===== src/rtl/mem_port_arbiter_pkg.sv =====
// Shared constants for the core/loader memory port arbiter: FSM encoding, owner IDs,
// default widths and the read-latency counter width helper.
package mem_arb_pkg;

    localparam int unsigned DEF_ADDR_W  = 16;
    localparam int unsigned DEF_DATA_W  = 16;
    localparam int unsigned DEF_MEM_LAT = 2;

    localparam logic [1:0] ST_IDLE  = 2'd0;
    localparam logic [1:0] ST_ISSUE = 2'd1;
    localparam logic [1:0] ST_WAIT  = 2'd2;
    localparam logic [1:0] ST_ACK   = 2'd3;

    localparam logic OWN_CORE = 1'b0;
    localparam logic OWN_EXT  = 1'b1;

    // Counter must hold the value MEM_LAT itself.
    function automatic int unsigned lat_cnt_w(input int unsigned lat);
        return $clog2(lat + 1);
    endfunction

    localparam int unsigned DEF_LAT_W = lat_cnt_w(DEF_MEM_LAT);

endpackage


===== src/rtl/mem_port_arbiter_if.sv =====
// Bundle of both requester ports, the memory port and the owner flag.
// slave = arbiter view, master = requesters plus memory view.
interface mem_port_arbiter_if #(
    parameter int unsigned ADDR_W = mem_arb_pkg::DEF_ADDR_W,
    parameter int unsigned DATA_W = mem_arb_pkg::DEF_DATA_W
);
    logic              core_req;
    logic              core_we;
    logic [ADDR_W-1:0] core_addr;
    logic [DATA_W-1:0] core_wdata;
    logic              core_ack;
    logic [DATA_W-1:0] core_rdata;

    logic              ext_req;
    logic              ext_we;
    logic [ADDR_W-1:0] ext_addr;
    logic [DATA_W-1:0] ext_wdata;
    logic              ext_ack;
    logic [DATA_W-1:0] ext_rdata;

    logic              mem_en;
    logic              mem_we;
    logic [ADDR_W-1:0] mem_addr;
    logic [DATA_W-1:0] mem_wdata;
    logic [DATA_W-1:0] mem_rdata;

    logic              owner;

    modport slave (
        input  core_req, core_we, core_addr, core_wdata,
        input  ext_req, ext_we, ext_addr, ext_wdata,
        input  mem_rdata,
        output core_ack, core_rdata, ext_ack, ext_rdata,
        output mem_en, mem_we, mem_addr, mem_wdata, owner
    );

    modport master (
        output core_req, core_we, core_addr, core_wdata,
        output ext_req, ext_we, ext_addr, ext_wdata,
        output mem_rdata,
        input  core_ack, core_rdata, ext_ack, ext_rdata,
        input  mem_en, mem_we, mem_addr, mem_wdata, owner
    );

endinterface


===== src/rtl/mem_port_arbiter_pick.sv =====
// Combinational winner selection. Fixed priority (core wins) by default;
// MEM_ARB_RR_EN switches contention to alternate away from the last owner.
module mem_arb_pick
    import mem_arb_pkg::*;
(
    input  logic core_req_i,
    input  logic ext_req_i,
    input  logic last_owner_i,
    output logic grant_c_o,
    output logic valid_c_o
);

    assign valid_c_o = core_req_i | ext_req_i;

`ifdef MEM_ARB_RR_EN
    always_comb begin
        grant_c_o = OWN_CORE;
        if (core_req_i && ext_req_i) begin
            grant_c_o = ~last_owner_i;
        end else if (ext_req_i) begin
            grant_c_o = OWN_EXT;
        end
    end
`else
    logic unused_last_owner;
    assign unused_last_owner = last_owner_i;

    always_comb begin
        grant_c_o = core_req_i ? OWN_CORE : OWN_EXT;
    end
`endif

endmodule


===== src/rtl/mem_port_arbiter.sv =====
// Single-ported memory arbiter between the core and the loader/debug port: one transaction
// in flight, read latency timed by a counter, one-cycle ack. Build option: MEM_ARB_RR_EN.
module mem_port_arbiter
    import mem_arb_pkg::*;
#(
    parameter int unsigned ADDR_W  = DEF_ADDR_W,
    parameter int unsigned DATA_W  = DEF_DATA_W,
    parameter int unsigned MEM_LAT = DEF_MEM_LAT
) (
    input  logic              CLK,
    input  logic              Reset_n,
    mem_port_arbiter_if.slave bus
);

    localparam int unsigned LAT_W = lat_cnt_w(MEM_LAT);

    logic [1:0]        state_q,      state_d;
    logic              hold_we_q,    hold_we_d;
    logic              owner_q,      owner_d;
    logic [LAT_W-1:0]  cnt_q,        cnt_d;
    logic              mem_en_q,     mem_en_d;
    logic              mem_we_q,     mem_we_d;
    logic [ADDR_W-1:0] mem_addr_q,   mem_addr_d;
    logic [DATA_W-1:0] mem_wdata_q,  mem_wdata_d;
    logic              core_ack_q,   core_ack_d;
    logic              ext_ack_q,    ext_ack_d;
    logic [DATA_W-1:0] core_rdata_q, core_rdata_d;
    logic [DATA_W-1:0] ext_rdata_q,  ext_rdata_d;

    logic grant_c;
    logic valid_c;

    mem_arb_pick u_pick (
        .core_req_i   (bus.core_req),
        .ext_req_i    (bus.ext_req),
        .last_owner_i (owner_q),
        .grant_c_o    (grant_c),
        .valid_c_o    (valid_c)
    );

    // Next state; the memory-side registers double as the request holding registers.
    always_comb begin
        state_d      = state_q;
        hold_we_d    = hold_we_q;
        owner_d      = owner_q;
        cnt_d        = cnt_q;
        mem_en_d     = 1'b0;
        mem_we_d     = 1'b0;
        mem_addr_d   = mem_addr_q;
        mem_wdata_d  = mem_wdata_q;
        core_ack_d   = 1'b0;
        ext_ack_d    = 1'b0;
        core_rdata_d = core_rdata_q;
        ext_rdata_d  = ext_rdata_q;

        case (state_q)
            ST_IDLE: begin
                if (valid_c) begin
                    owner_d  = grant_c;
                    mem_en_d = 1'b1;
                    state_d  = ST_ISSUE;
                    if (grant_c == OWN_EXT) begin
                        hold_we_d   = bus.ext_we;
                        mem_we_d    = bus.ext_we;
                        mem_addr_d  = bus.ext_addr;
                        mem_wdata_d = bus.ext_wdata;
                    end else begin
                        hold_we_d   = bus.core_we;
                        mem_we_d    = bus.core_we;
                        mem_addr_d  = bus.core_addr;
                        mem_wdata_d = bus.core_wdata;
                    end
                end
            end
            ST_ISSUE: begin
                if (hold_we_q) begin
                    state_d    = ST_ACK;
                    core_ack_d = (owner_q == OWN_CORE);
                    ext_ack_d  = (owner_q == OWN_EXT);
                end else begin
                    cnt_d   = LAT_W'(MEM_LAT);
                    state_d = ST_WAIT;
                end
            end
            ST_WAIT: begin
                cnt_d = cnt_q - LAT_W'(1);
                // Last wait cycle is the one where mem_rdata is valid.
                if (cnt_q == LAT_W'(1)) begin
                    state_d = ST_ACK;
                    if (owner_q == OWN_EXT) begin
                        ext_rdata_d = bus.mem_rdata;
                        ext_ack_d   = 1'b1;
                    end else begin
                        core_rdata_d = bus.mem_rdata;
                        core_ack_d   = 1'b1;
                    end
                end
            end
            ST_ACK: begin
                state_d = ST_IDLE;
            end
            default: begin
                state_d = ST_IDLE;
            end
        endcase
    end

    always_ff @(posedge CLK or negedge Reset_n) begin
        if (!Reset_n) begin
            state_q      <= ST_IDLE;
            hold_we_q    <= 1'b0;
            owner_q      <= OWN_EXT;
            cnt_q        <= '0;
            mem_en_q     <= 1'b0;
            mem_we_q     <= 1'b0;
            mem_addr_q   <= '0;
            mem_wdata_q  <= '0;
            core_ack_q   <= 1'b0;
            ext_ack_q    <= 1'b0;
            core_rdata_q <= '0;
            ext_rdata_q  <= '0;
        end else begin
            state_q      <= state_d;
            hold_we_q    <= hold_we_d;
            owner_q      <= owner_d;
            cnt_q        <= cnt_d;
            mem_en_q     <= mem_en_d;
            mem_we_q     <= mem_we_d;
            mem_addr_q   <= mem_addr_d;
            mem_wdata_q  <= mem_wdata_d;
            core_ack_q   <= core_ack_d;
            ext_ack_q    <= ext_ack_d;
            core_rdata_q <= core_rdata_d;
            ext_rdata_q  <= ext_rdata_d;
        end
    end

    assign bus.core_ack   = core_ack_q;
    assign bus.core_rdata = core_rdata_q;
    assign bus.ext_ack    = ext_ack_q;
    assign bus.ext_rdata  = ext_rdata_q;
    assign bus.mem_en     = mem_en_q;
    assign bus.mem_we     = mem_we_q;
    assign bus.mem_addr   = mem_addr_q;
    assign bus.mem_wdata  = mem_wdata_q;
    assign bus.owner      = owner_q;

endmodule


===== src/flat_wrapper.sv =====
// flat-port wrapper written by rule: the top's interface ports become plain ports
module mem_port_arbiter_flat import mem_arb_pkg::*;
#(
    parameter int unsigned ADDR_W  = DEF_ADDR_W,
    parameter int unsigned DATA_W  = DEF_DATA_W,
    parameter int unsigned MEM_LAT = DEF_MEM_LAT
)
  (CLK, Reset_n, bus_core_req, bus_core_we, bus_core_addr, bus_core_wdata, bus_ext_req, bus_ext_we, bus_ext_addr, bus_ext_wdata, bus_mem_rdata, bus_core_ack, bus_core_rdata, bus_ext_ack, bus_ext_rdata, bus_mem_en, bus_mem_we, bus_mem_addr, bus_mem_wdata, bus_owner);
  mem_port_arbiter_if #(.ADDR_W(ADDR_W), .DATA_W(DATA_W)) bus_i ();
  input  logic CLK;
  input  logic Reset_n;
  input wire logic [$bits(bus_i.core_req)-1:0] bus_core_req;
  input wire logic [$bits(bus_i.core_we)-1:0] bus_core_we;
  input wire logic [$bits(bus_i.core_addr)-1:0] bus_core_addr;
  input wire logic [$bits(bus_i.core_wdata)-1:0] bus_core_wdata;
  input wire logic [$bits(bus_i.ext_req)-1:0] bus_ext_req;
  input wire logic [$bits(bus_i.ext_we)-1:0] bus_ext_we;
  input wire logic [$bits(bus_i.ext_addr)-1:0] bus_ext_addr;
  input wire logic [$bits(bus_i.ext_wdata)-1:0] bus_ext_wdata;
  input wire logic [$bits(bus_i.mem_rdata)-1:0] bus_mem_rdata;
  output wire logic [$bits(bus_i.core_ack)-1:0] bus_core_ack;
  output wire logic [$bits(bus_i.core_rdata)-1:0] bus_core_rdata;
  output wire logic [$bits(bus_i.ext_ack)-1:0] bus_ext_ack;
  output wire logic [$bits(bus_i.ext_rdata)-1:0] bus_ext_rdata;
  output wire logic [$bits(bus_i.mem_en)-1:0] bus_mem_en;
  output wire logic [$bits(bus_i.mem_we)-1:0] bus_mem_we;
  output wire logic [$bits(bus_i.mem_addr)-1:0] bus_mem_addr;
  output wire logic [$bits(bus_i.mem_wdata)-1:0] bus_mem_wdata;
  output wire logic [$bits(bus_i.owner)-1:0] bus_owner;
  assign bus_i.core_req = bus_core_req;
  assign bus_i.core_we = bus_core_we;
  assign bus_i.core_addr = bus_core_addr;
  assign bus_i.core_wdata = bus_core_wdata;
  assign bus_i.ext_req = bus_ext_req;
  assign bus_i.ext_we = bus_ext_we;
  assign bus_i.ext_addr = bus_ext_addr;
  assign bus_i.ext_wdata = bus_ext_wdata;
  assign bus_i.mem_rdata = bus_mem_rdata;
  assign bus_core_ack = bus_i.core_ack;
  assign bus_core_rdata = bus_i.core_rdata;
  assign bus_ext_ack = bus_i.ext_ack;
  assign bus_ext_rdata = bus_i.ext_rdata;
  assign bus_mem_en = bus_i.mem_en;
  assign bus_mem_we = bus_i.mem_we;
  assign bus_mem_addr = bus_i.mem_addr;
  assign bus_mem_wdata = bus_i.mem_wdata;
  assign bus_owner = bus_i.owner;
  mem_port_arbiter #(.ADDR_W(ADDR_W), .DATA_W(DATA_W), .MEM_LAT(MEM_LAT)) u_core (.CLK(CLK), .Reset_n(Reset_n), .bus(bus_i));
endmodule

===== config.mk =====
export PLATFORM = sky130hd
export DESIGN_NAME = mem_port_arbiter_flat
export DESIGN_NICKNAME = d
export VERILOG_FILES = /design/src/rtl/mem_port_arbiter_pkg.sv /design/src/rtl/mem_port_arbiter_if.sv /design/src/rtl/mem_port_arbiter_pick.sv /design/src/rtl/mem_port_arbiter.sv /design/src/flat_wrapper.sv
export SDC_FILE = /design/constraint.sdc
export NUM_CORES = 1
export LEC_CHECK = 0
export ABC_AREA = 1
export BUFFER_PORTS_ARGS = -buffer_cell sky130_fd_sc_hd__buf_2
export CAP_MARGIN = 5
export CORE_MARGIN = 8
export CORE_UTILIZATION = 47
export DETAILED_ROUTE_END_ITERATION = 16
export GPL_ROUTABILITY_DRIVEN = 0
export PLACE_DENSITY = 0.9
export SETUP_SLACK_MARGIN = 0.3
export SKIP_CTS_REPAIR_TIMING = 1
export SLEW_MARGIN = 15
export SYNTH_ARGS = -nofsm -noshare
export SYNTH_HDL_FRONTEND = slang
export SYNTH_SLANG_ARGS = --single-unit

===== constraint.sdc =====
create_clock -name CLK -period 1.5 [get_ports CLK]
set_input_delay 0.3 -clock CLK [delete_from_list [all_inputs] [get_ports CLK]]
set_output_delay 0.3 -clock CLK [all_outputs]
set_load 0.01 [all_outputs]

======== Yosys cells after proc, flatten, opt, wreduce, memory -nomap -nowiden ========
Index checks and enable logic that the tools add are counted.
word-level totals
  word-level logic and storage cells ...... 51
  register bits after elaboration ......... 74
  output and inout bits ................... 69
cells by class
  equality and inequality tests ........... 7
  reduce and logical (&&, ||, !) cells .... 7
  add/subtract/negate cells ............... 1
  mux-type cells .......................... 22
  bitwise operators ....................... 2
operators with widths
  kind                 count
  $mux 16              2
  $mux 1               13
  $pmux 2 s4           1
  $mux 2               3
  $reduce_and 2->1     3
  $reduce_and 3->1     2
  $eq 2x1->1 const B   2
  $eq 2x2->1 const B   2
  $ne 2x2->1 const B   2
  $pmux 1 s2           2
  $pmux 2 s2           1
  $logic_not 2->1      1
  $ne 2x1->1 const B   1
  $reduce_bool 2->1    1
  $sub 2x1->2 const B  1
  $not 1->1            1
  $or 1x1->1           1

======== Longest topological paths before layout ========
Gate-level depths: netlist of the first run.
  depth in word-level cells ............... 3
  depth in mapped cells ................... 8

======== Hierarchy ========
Synthesis of the first run repeated with hierarchy kept, for this count alone.
second synthesis, totals
  cell total of the unflattened synthesis .. 391
  area, all modules ....................... 3500.9 µm²
modules (own cells, without submodules)
  module            area each (µm²)  sequential area each (µm²)  times used  cells each
  mem_port_arbiter  3487.1           1853.0                      1           388
  mem_arb_pick      13.8             0.0                         1           3

======== Least setup slack after synthesis of the first run ========
No wires, ideal clock.
  path type ............................... register to register
  from .................................... reg u_core.state_q[0]
  to ...................................... reg u_core.mem_addr_q[0], in the netlist u_core.bus.mem_addr[0]
  buffers on the path ..................... 1
  clock period less this slack ............ 1309 ps
  stages on the path, launching flop included .. 8
  library setup time ...................... 65 ps
  path slack .............................. 191 ps
  arrival time ............................ 1244 ps
  cells stage by stage .................... dfrtp_1 inv_1 ha_1 inv_1 nor2_8 buf_4 nand2_1 nand2_1
on the way
  longest elaborated chain between the ends .. 2
RTL lines
  item                               RTL line                 text
  start, declared                    mem_port_arbiter.sv:17   logic [1:0] state_q, state_d;
  start signal, assigned             mem_port_arbiter.sv:123  state_q <= state_d;
  $logic_not 2->1                    mem_port_arbiter.sv:56   case (state_q)
  $reduce_and 2->1 (no source line)  --
  end signal, assigned               mem_port_arbiter.sv:129  mem_addr_q <= mem_addr_d;
  end, declared                      mem_port_arbiter.sv:23   logic [ADDR_W-1:0] mem_addr_q, mem_addr_d;
Every way passes these cells.
A chain may end at the register's enable or synchronous reset.

======== Worst setup path in the final report of the first run ========
  from .................................... reg u_core.state_q[0]
  to ...................................... reg u_core.ext_rdata_q[2], in the netlist u_core.bus.ext_rdata[2]
on the way
  longest elaborated chain between the ends .. 2
RTL lines
  item                               RTL line                 text
  $eq 2x2->1                         mem_port_arbiter.sv:56
  $reduce_and 3->1 (no source line)  --
  end signal, assigned               mem_port_arbiter.sv:134  ext_rdata_q <= ext_rdata_d;
  end, declared                      mem_port_arbiter.sv:28   logic [DATA_W-1:0] ext_rdata_q, ext_rdata_d;
Every way passes these cells.

==> results of run 1 <==
worst paths after layout:
| path | start | to | slack [ps] |
|---|---|---|---|
| hold reg to reg | u_core.bus.core_rdata[5] | u_core.bus.core_rdata[5] | 490 |
| min in group asynchronous | Reset_n | u_core.bus.core_rdata[1] | 520 |
| max in group asynchronous | Reset_n | u_core.bus.owner | 640 |
| setup / recovery | u_core.state_q[0] | u_core.bus.ext_rdata[2] | 140 |
| setup reg to reg | u_core.state_q[0] | u_core.bus.ext_rdata[2] | 140 |
| hold / removal | bus_mem_rdata[11] | u_core.bus.ext_rdata[11] | 210 |
layout make-up:
| cell class | count | area [um2] |
|---|---|---|
| clock buffer | 9 | 123.9 |
| clock inverter | 7 | 141.4 |
| fill | 506 | 1938 |
| inverter | 59 | 229.0 |
| multi-input combinational | 267 | 1360 |
| sequential | 74 | 1854 |
| tap | 99 | 123.9 |
| timing repair buffer | 199 | 1366 |
cell usage after synthesis (all sizes together):
cell,n,area [um2]
o211ai,1,7.510
clkbuf,7,30.02
dfstp,1,26.28
dfrtp,73,1827
buf,12,113.9
nand3,5,25.02
inv,59,221.5
nor2,6,46.29
nand2,176,660.6
ha,7,87.58
o21ai,71,359.1
a21oi,1,5.000
power by group through the flow:
stage	logic, W	clock network [W]	registers, W
2_1_floorplan	0.00160	0	0.00390
3_3_place_gp	0.00339	0	0.00349
3_5_place_dp	0.00359	0	0.00349
4_1_cts	0.00358	0.00205	0.00349
5_1_grt	0.00556	0.00215	0.00370
6_report	0.00509	0.00201	0.00361
worst min-delay path, cell delays in order:
cell,delay [ps]
buf_2,90
inv_1,50
o21ai_1,70
per-stage QoR:
stage	std cells	util [%]	hold slack, ps	instance area, um2
6_report	714	72.84	205.6	5199
5_1_grt	714	72.84	208.3	5199
4_1_cts	676	63.59	-31.47	4538
3_5_place_dp	660	59.87	345.0	4273
3_3_place_gp	660	59.87	339.5	4273
2_1_floorplan	419	-	4.409	3433
cell families (layout without fill, tap and decap cells):
| group | after synthesis | in the layout | share of synthesized area (%) |
|---|---|---|---|
| flops | 74 | 74 | 54.35 |
| simple gates | 187 | 187 | 21.47 |
| buf+inv | 78 | 274 | 10.71 |
| fa+ha+maj | 7 | 7 | 2.569 |
| compound gates | 73 | 73 | 10.90 |
per-layer routing:
layer	vias up	GRT usage, %	share of wire [%]
li1	1655	-	-
met1	1567	22.00	42
met2	167	26.16	46
met3	19	6.117	9.5
met4	0	8.820	2.1
met5	-	0	0
registers in the layout, summed over array words and instances (netlist names):
signal,count
u_core.bus.ext_ack,1
u_core.bus.mem_we,1
u_core.state_q,2
u_core.cnt_q,2
u_core.bus.ext_rdata,16
u_core.bus.core_ack,1
u_core.hold_we_q,1
u_core.bus.mem_addr,16
u_core.bus.mem_wdata,16
u_core.bus.core_rdata,16
u_core.bus.owner,1
u_core.bus.mem_en,1
cells in the final DEF (no fill, tap or decap), types with 2 or more instances in the layout:
master	netlist	final
buf_4	3	33
clkbuf_16	0	4
o21ai_0	52	37
nand2_1	176	159
buf_6	1	18
ha_4	0	3
o21ai_2	1	8
nand2_2	0	10
nor2_1	4	3
dfrtp_1	73	72
bufinv_16	0	4
clkbuf_8	0	9
inv_1	59	53
nand2_4	0	7
o21ai_1	18	26
inv_2	0	3
ha_1	7	3
nand3_1	5	3
inv_4	0	3
buf_12	2	6
nor2_4	1	2
buf_2	5	137
==> impl_metrics.tcl, run 1 <==
set metrics [dict create \
    dr.first_iter.drc_count 101 \
    grt_max_degree 75 \
    nets 703 \
    num_antenna_cells 0 \
    ys_ff_latch 74 \
    seq_area_frac_synth_pct 54.35 \
    postSynthAreaPerCell_um2 8.137 \
    p_sw_w 0.003971 \
    rr_worst_depth 5 \
    grt-ovfl-total 0 \
    setup_ws_ps 141.2 \
    p_comb_share_pct 47.5 \
    start_util_pct 47.77 \
    crit_buf_inv 2 \
    worst_pin_slew_ps 522.1 \
    path_cells "inv_4 > ha_4 > nand3_4 > clkbuf_16 > o21ai_0" \
    htreeDepth 3 \
    critPathMaxFanout 16 \
    finalPower_w 0.01071 \
    fmax_mhz 735.9 \
    crit_arrival_ps 1600 \
    grt_usage_pct 17.51 \
    hpwl_um 6871 \
    hold_violations 0 \
    syn-cell-area_um2 3410 \
    status "completed" \
    skew_ps 9.181 \
    ir_worst_vdd_mv 0.9123 \
    seq_power_share_pct 33.7 \
    cellInternalPower_w 0.006738 \
    rsz0062_at_grt "yes" \
    area_growth_pct 52.48 \
    rows 31 \
    slew_headroom_pct 64.82 \
    dieArea_um2 10240 \
    grt_pass1_vias 3139 \
    end_kind "register" \
    cpPeakStageDelay_ps 440 \
    viasPerCell 4.773 \
    cp.required_ps 1740 \
    critPathSlowestCell "dfrtp_1" \
    power_density_nw_per_um2 2060 \
    synth_cells 419 \
    ys.warnings.count 0 \
    clkPwrFrac_pct 18.8 \
    holdPathStages 3 \
    grt_pass1_wl_um 14190 \
    routedWlPerCell_um 14.94 \
    cts_root_buf "clkbuf_8" \
    clk_latency_ps 340 \
    worst-path-stages 5 \
    crit_family "flip-flops" \
    post-route-min-period_ps 1359 \
    io_pins 155 \
    dp_slack_ps 101.4 \
    drt_drc_violations_left 0 \
    ys_types 21 \
    coreArea_um2 7137 \
    fin_crit_sh_pct 90.59 \
    switching_share_pct 37.08 \
    vias 3408 \
    first_pass_iters 4 \
    leakage_nw 2.975 \
    maxCapViolCount 0 \
    syn_nets 512 \
    crit_type "reg2reg" \
    hp-class "in2reg" \
    start_kind "register" \
    cts_made_buffers 9 \
    setup_viol 0 \
    io_buffers 154 \
    die_w_um 101.2 \
    path_clk_slew_ps 80 \
    antenna_left 0 \
    wirelength_um 10660 \
    grt_antenna_before_repair 0 \
    clock_path_buffers 2 \
    fin_setup_tns_ps 0 \
    drv_slew 0 \
    drive_gt1_share_pct 41.63 \
    die_h_um 101.2 \
    cts.sinks 74 \
    tritoncts "done" \
]
No activity file was read; power rests on OpenSTA's default activity.
==> run 2: changes to the inputs <==
--- a/config.mk
+++ b/config.mk
@@ -7,7 +7,6 @@
 export LEC_CHECK = 0
 export ABC_AREA = 1
 export BUFFER_PORTS_ARGS = -buffer_cell sky130_fd_sc_hd__buf_2
-export CAP_MARGIN = 5
 export CORE_MARGIN = 8
 export CORE_UTILIZATION = 47
 export DETAILED_ROUTE_END_ITERATION = 16
@@ -18,4 +17,5 @@
 export SLEW_MARGIN = 15
 export SYNTH_ARGS = -nofsm -noshare
 export SYNTH_HDL_FRONTEND = slang
+export SYNTH_HIERARCHICAL = 1
 export SYNTH_SLANG_ARGS = --single-unit
==> run 2 against run 1 <==
Utilization shrank 1.7 points. Cell count shrank 5.5%. Sequential power grew 1%. Count of clock-buffer cells in the layout grew 2. Die area grew 2.3%. Register-to-register slack gained 30 ps. First-iteration DRC count grew 27%. Critical path depth grew 1. Cell area shrank 0.77%. Worst hold slack gained 1.3 ps. Clock power is essentially flat. Global-route usage grew 0.70 points.
==> impl_metrics.tcl, run 2 <==
set metrics [dict create \
    crit_type "reg2reg" \
    cellInternalPower_w 0.006755 \
    fmax_mhz 751.4 \
    grt_pass1_vias 3244 \
    ys_types 19 \
    die_w_um 102.3 \
    cts_made_buffers 9 \
    hold_violations 0 \
    met1_usage_pct 23.39 \
    post-route-min-period_ps 1331 \
    drive_gt1_share_pct 46.35 \
    leakage_nw 2.908 \
    design_area_um2 5159 \
    fin_crit_sh_pct 88.72 \
    fin_setup_tns_ps 0 \
    grt_usage_pct 18.21 \
    setup_viol 0 \
    end_kind "register" \
    cpPeakStageDelay_ps 420 \
    hpwl_um 7205 \
    synth_edf_count 0 \
    synthFlopType "dfrtp_1" \
    area_growth_pct 47.36 \
    start_kind "register" \
    grt-busiest-layer "met2" \
    syn-cell-area_um2 3501 \
    clkPwrFrac_pct 18.6 \
    maxCapViolCount 0 \
    finalPower_w 0.01091 \
    ys.warnings.count 6 \
    synth_top_area_cell "dfrtp_1" \
    p_comb_share_pct 47.9 \
    ir_worst_vdd_mv 0.9697 \
    dp.cells 631 \
    path_cells "inv_2 > ha_4 > nand3_4 > buf_12 > nand2_1 > o21ai_2" \
    p_sw_w 0.004159 \
    crit_arrival_ps 1550 \
    layout.cells.non_filler 675 \
    synthTopCellsByArea "dfrtp_1 52%, nand2_1 16%, o21ai_2 8.0%" \
    drv_slew 0 \
    dr.first_iter.drc_count 128 \
    rsz0062_at_grt "yes" \
    syn_nets 484 \
    final_common_cell "buf_2" \
    synth_top_cell_area_share_pct 52.18 \
    htreeDepth 3 \
    grt_pass1_wl_um 14990 \
    rows 31 \
    antenna_left 0 \
    num-fill-cells 540 \
    crit_family "flip-flops" \
    switching_share_pct 38.11 \
    io_buffers 154 \
    coreArea_um2 7253 \
    ys_top_cells_by_count "149 x nand2_1, 73 x dfrtp_1, 59 x inv_1, 32 x o211ai_1, 32 x o21ai_2" \
    seq_area_frac_synth_pct 52.93 \
    io_pins 155 \
    cts.sinks 74 \
    seq_power_share_pct 33.5 \
    met3_usage_pct 6.335 \
    viasPerCell 4.927 \
    hp-class "in2reg" \
    critPathMaxFanout 16 \
    ys_ff_latch 74 \
    nets 664 \
    routedWlPerCell_um 16.22 \
    num_antenna_cells 0 \
    cts_root_buf "clkbuf_8" \
    drt_drc_violations_left 0 \
    slew_headroom_pct 74.46 \
    start_util_pct 48.27 \
    critPathSlowestCell "dfrtp_1" \
    layout_common_cells "142 x buf_2, 133 x nand2_1, 72 x dfrtp_1, 57 x inv_1, 33 x o21ai_2" \
    wirelength_um 10950 \
    place_area_um2 4375 \
    clock_path_buffers 2 \
    crit_buf_inv 2 \
    cp.required_ps 1720 \
    first_pass_iters 4 \
    vias 3326 \
    power_density_nw_per_um2 2116 \
    grtUsageMet2_pct 27.59 \
    grt_max_degree 75 \
    utilization_pct 71.12 \
    dieArea_um2 10470 \
    synth_most_common_cell "nand2_1" \
    die_h_um 102.3 \
    skew_ps 10.09 \
    synth_cells 391 \
    grt_antenna_before_repair 0 \
    tritoncts "done" \
    synth-async-reset-ratio_pct 100.0 \
    path_clk_slew_ps 90 \
    postSynthAreaPerCell_um2 8.954 \
    status "completed" \
    worst_pin_slew_ps 383.2 \
    grt-ovfl-total 0 \
    clk_latency_ps 340 \
]
## run 2: cell count changes after synthesis, sizes merged, moves of 6 or more
| cell | change |
|---|---|
| buf | +6 |
| nand2 | -25 |
| o211ai | +31 |
| clkbuf | -6 |
| o21ai | -35 |
## run 2: layout make-up
type                            instances  area (um2)  area share [%]
Clock buffer                           11       141.4           2.741
Inverter                               62       247.7           4.802
Timing Repair inverter                  3       26.28          0.5093
Timing Repair Buffer                  183        1227           23.79
Multi-Input combinational cell        238        1413           27.38
Clock inverter                          5       125.1           2.425
Sequential cell                        74        1854           35.94
Tap cell                               99       123.9           2.401
## run 2: logic make-up after synthesis
kind of cell / after synthesis / synth area share, %
flip-flops: 74 / 52.93
adder cells (fa/ha/maj): 7 / 2.502
AO/OA/AOI/OAI: 68 / 15.44
buffers and inverters: 81 / 10.72
AND/OR/NAND/NOR: 161 / 18.41
## run 2: power by group through the flow
stage | sequential, W | clock (W) | combinational [W]
final | 0.00366 | 0.00203 | 0.00523
after global routing | 0.00376 | 0.00214 | 0.00571
after CTS | 0.00358 | 0.00207 | 0.00395
after detailed placement | 0.00359 | 0 | 0.00396
after global placement | 0.00356 | 0 | 0.00377
after floorplan | 0.00396 | 0 | 0.00197
## run 2: through the flow
step	hold slack, ps	worst slack (ps)
4_1_cts	-21.99	14.35
5_1_grt	197.1	113.5
3_5_place_dp	350.3	23.00
2_1_floorplan	4.409	273.6
3_3_place_gp	342.4	102.1
6_report	206.9	169.2
## run 2: path summary, 6_finish.rpt
| check | from | endpoint | slack, ps | depth (start not counted) |
|---|---|---|---|---|
| worst min-delay path | bus_ext_addr[5] | u_core/bus.mem_addr[5] | 210 | 3 |
| worst max register to register | u_core/state_q[0] | u_core/bus.ext_rdata[4] | 170 | 6 |
| max in group asynchronous | Reset_n | u_core/bus.owner | 640 | 3 |
| min in group asynchronous | Reset_n | u_core/bus.core_rdata[14] | 520 | 3 |
| worst min register to register | u_core/bus.ext_rdata[6] | u_core/bus.ext_rdata[6] | 480 | 2 |
| worst max-delay path | u_core/state_q[0] | u_core/bus.ext_rdata[4] | 170 | 6 |
## run 2: routing by layer
metal,vias up,wire length [um]
li1,1583,-
met1,1526,4502
met2,203,5066
met3,14,1225
met4,0,155
met5,-,0
## run 2: tightest hold or removal path: stages
cell      delay [ps]
buf_2             80
o211ai_1          80
nand2_1           60
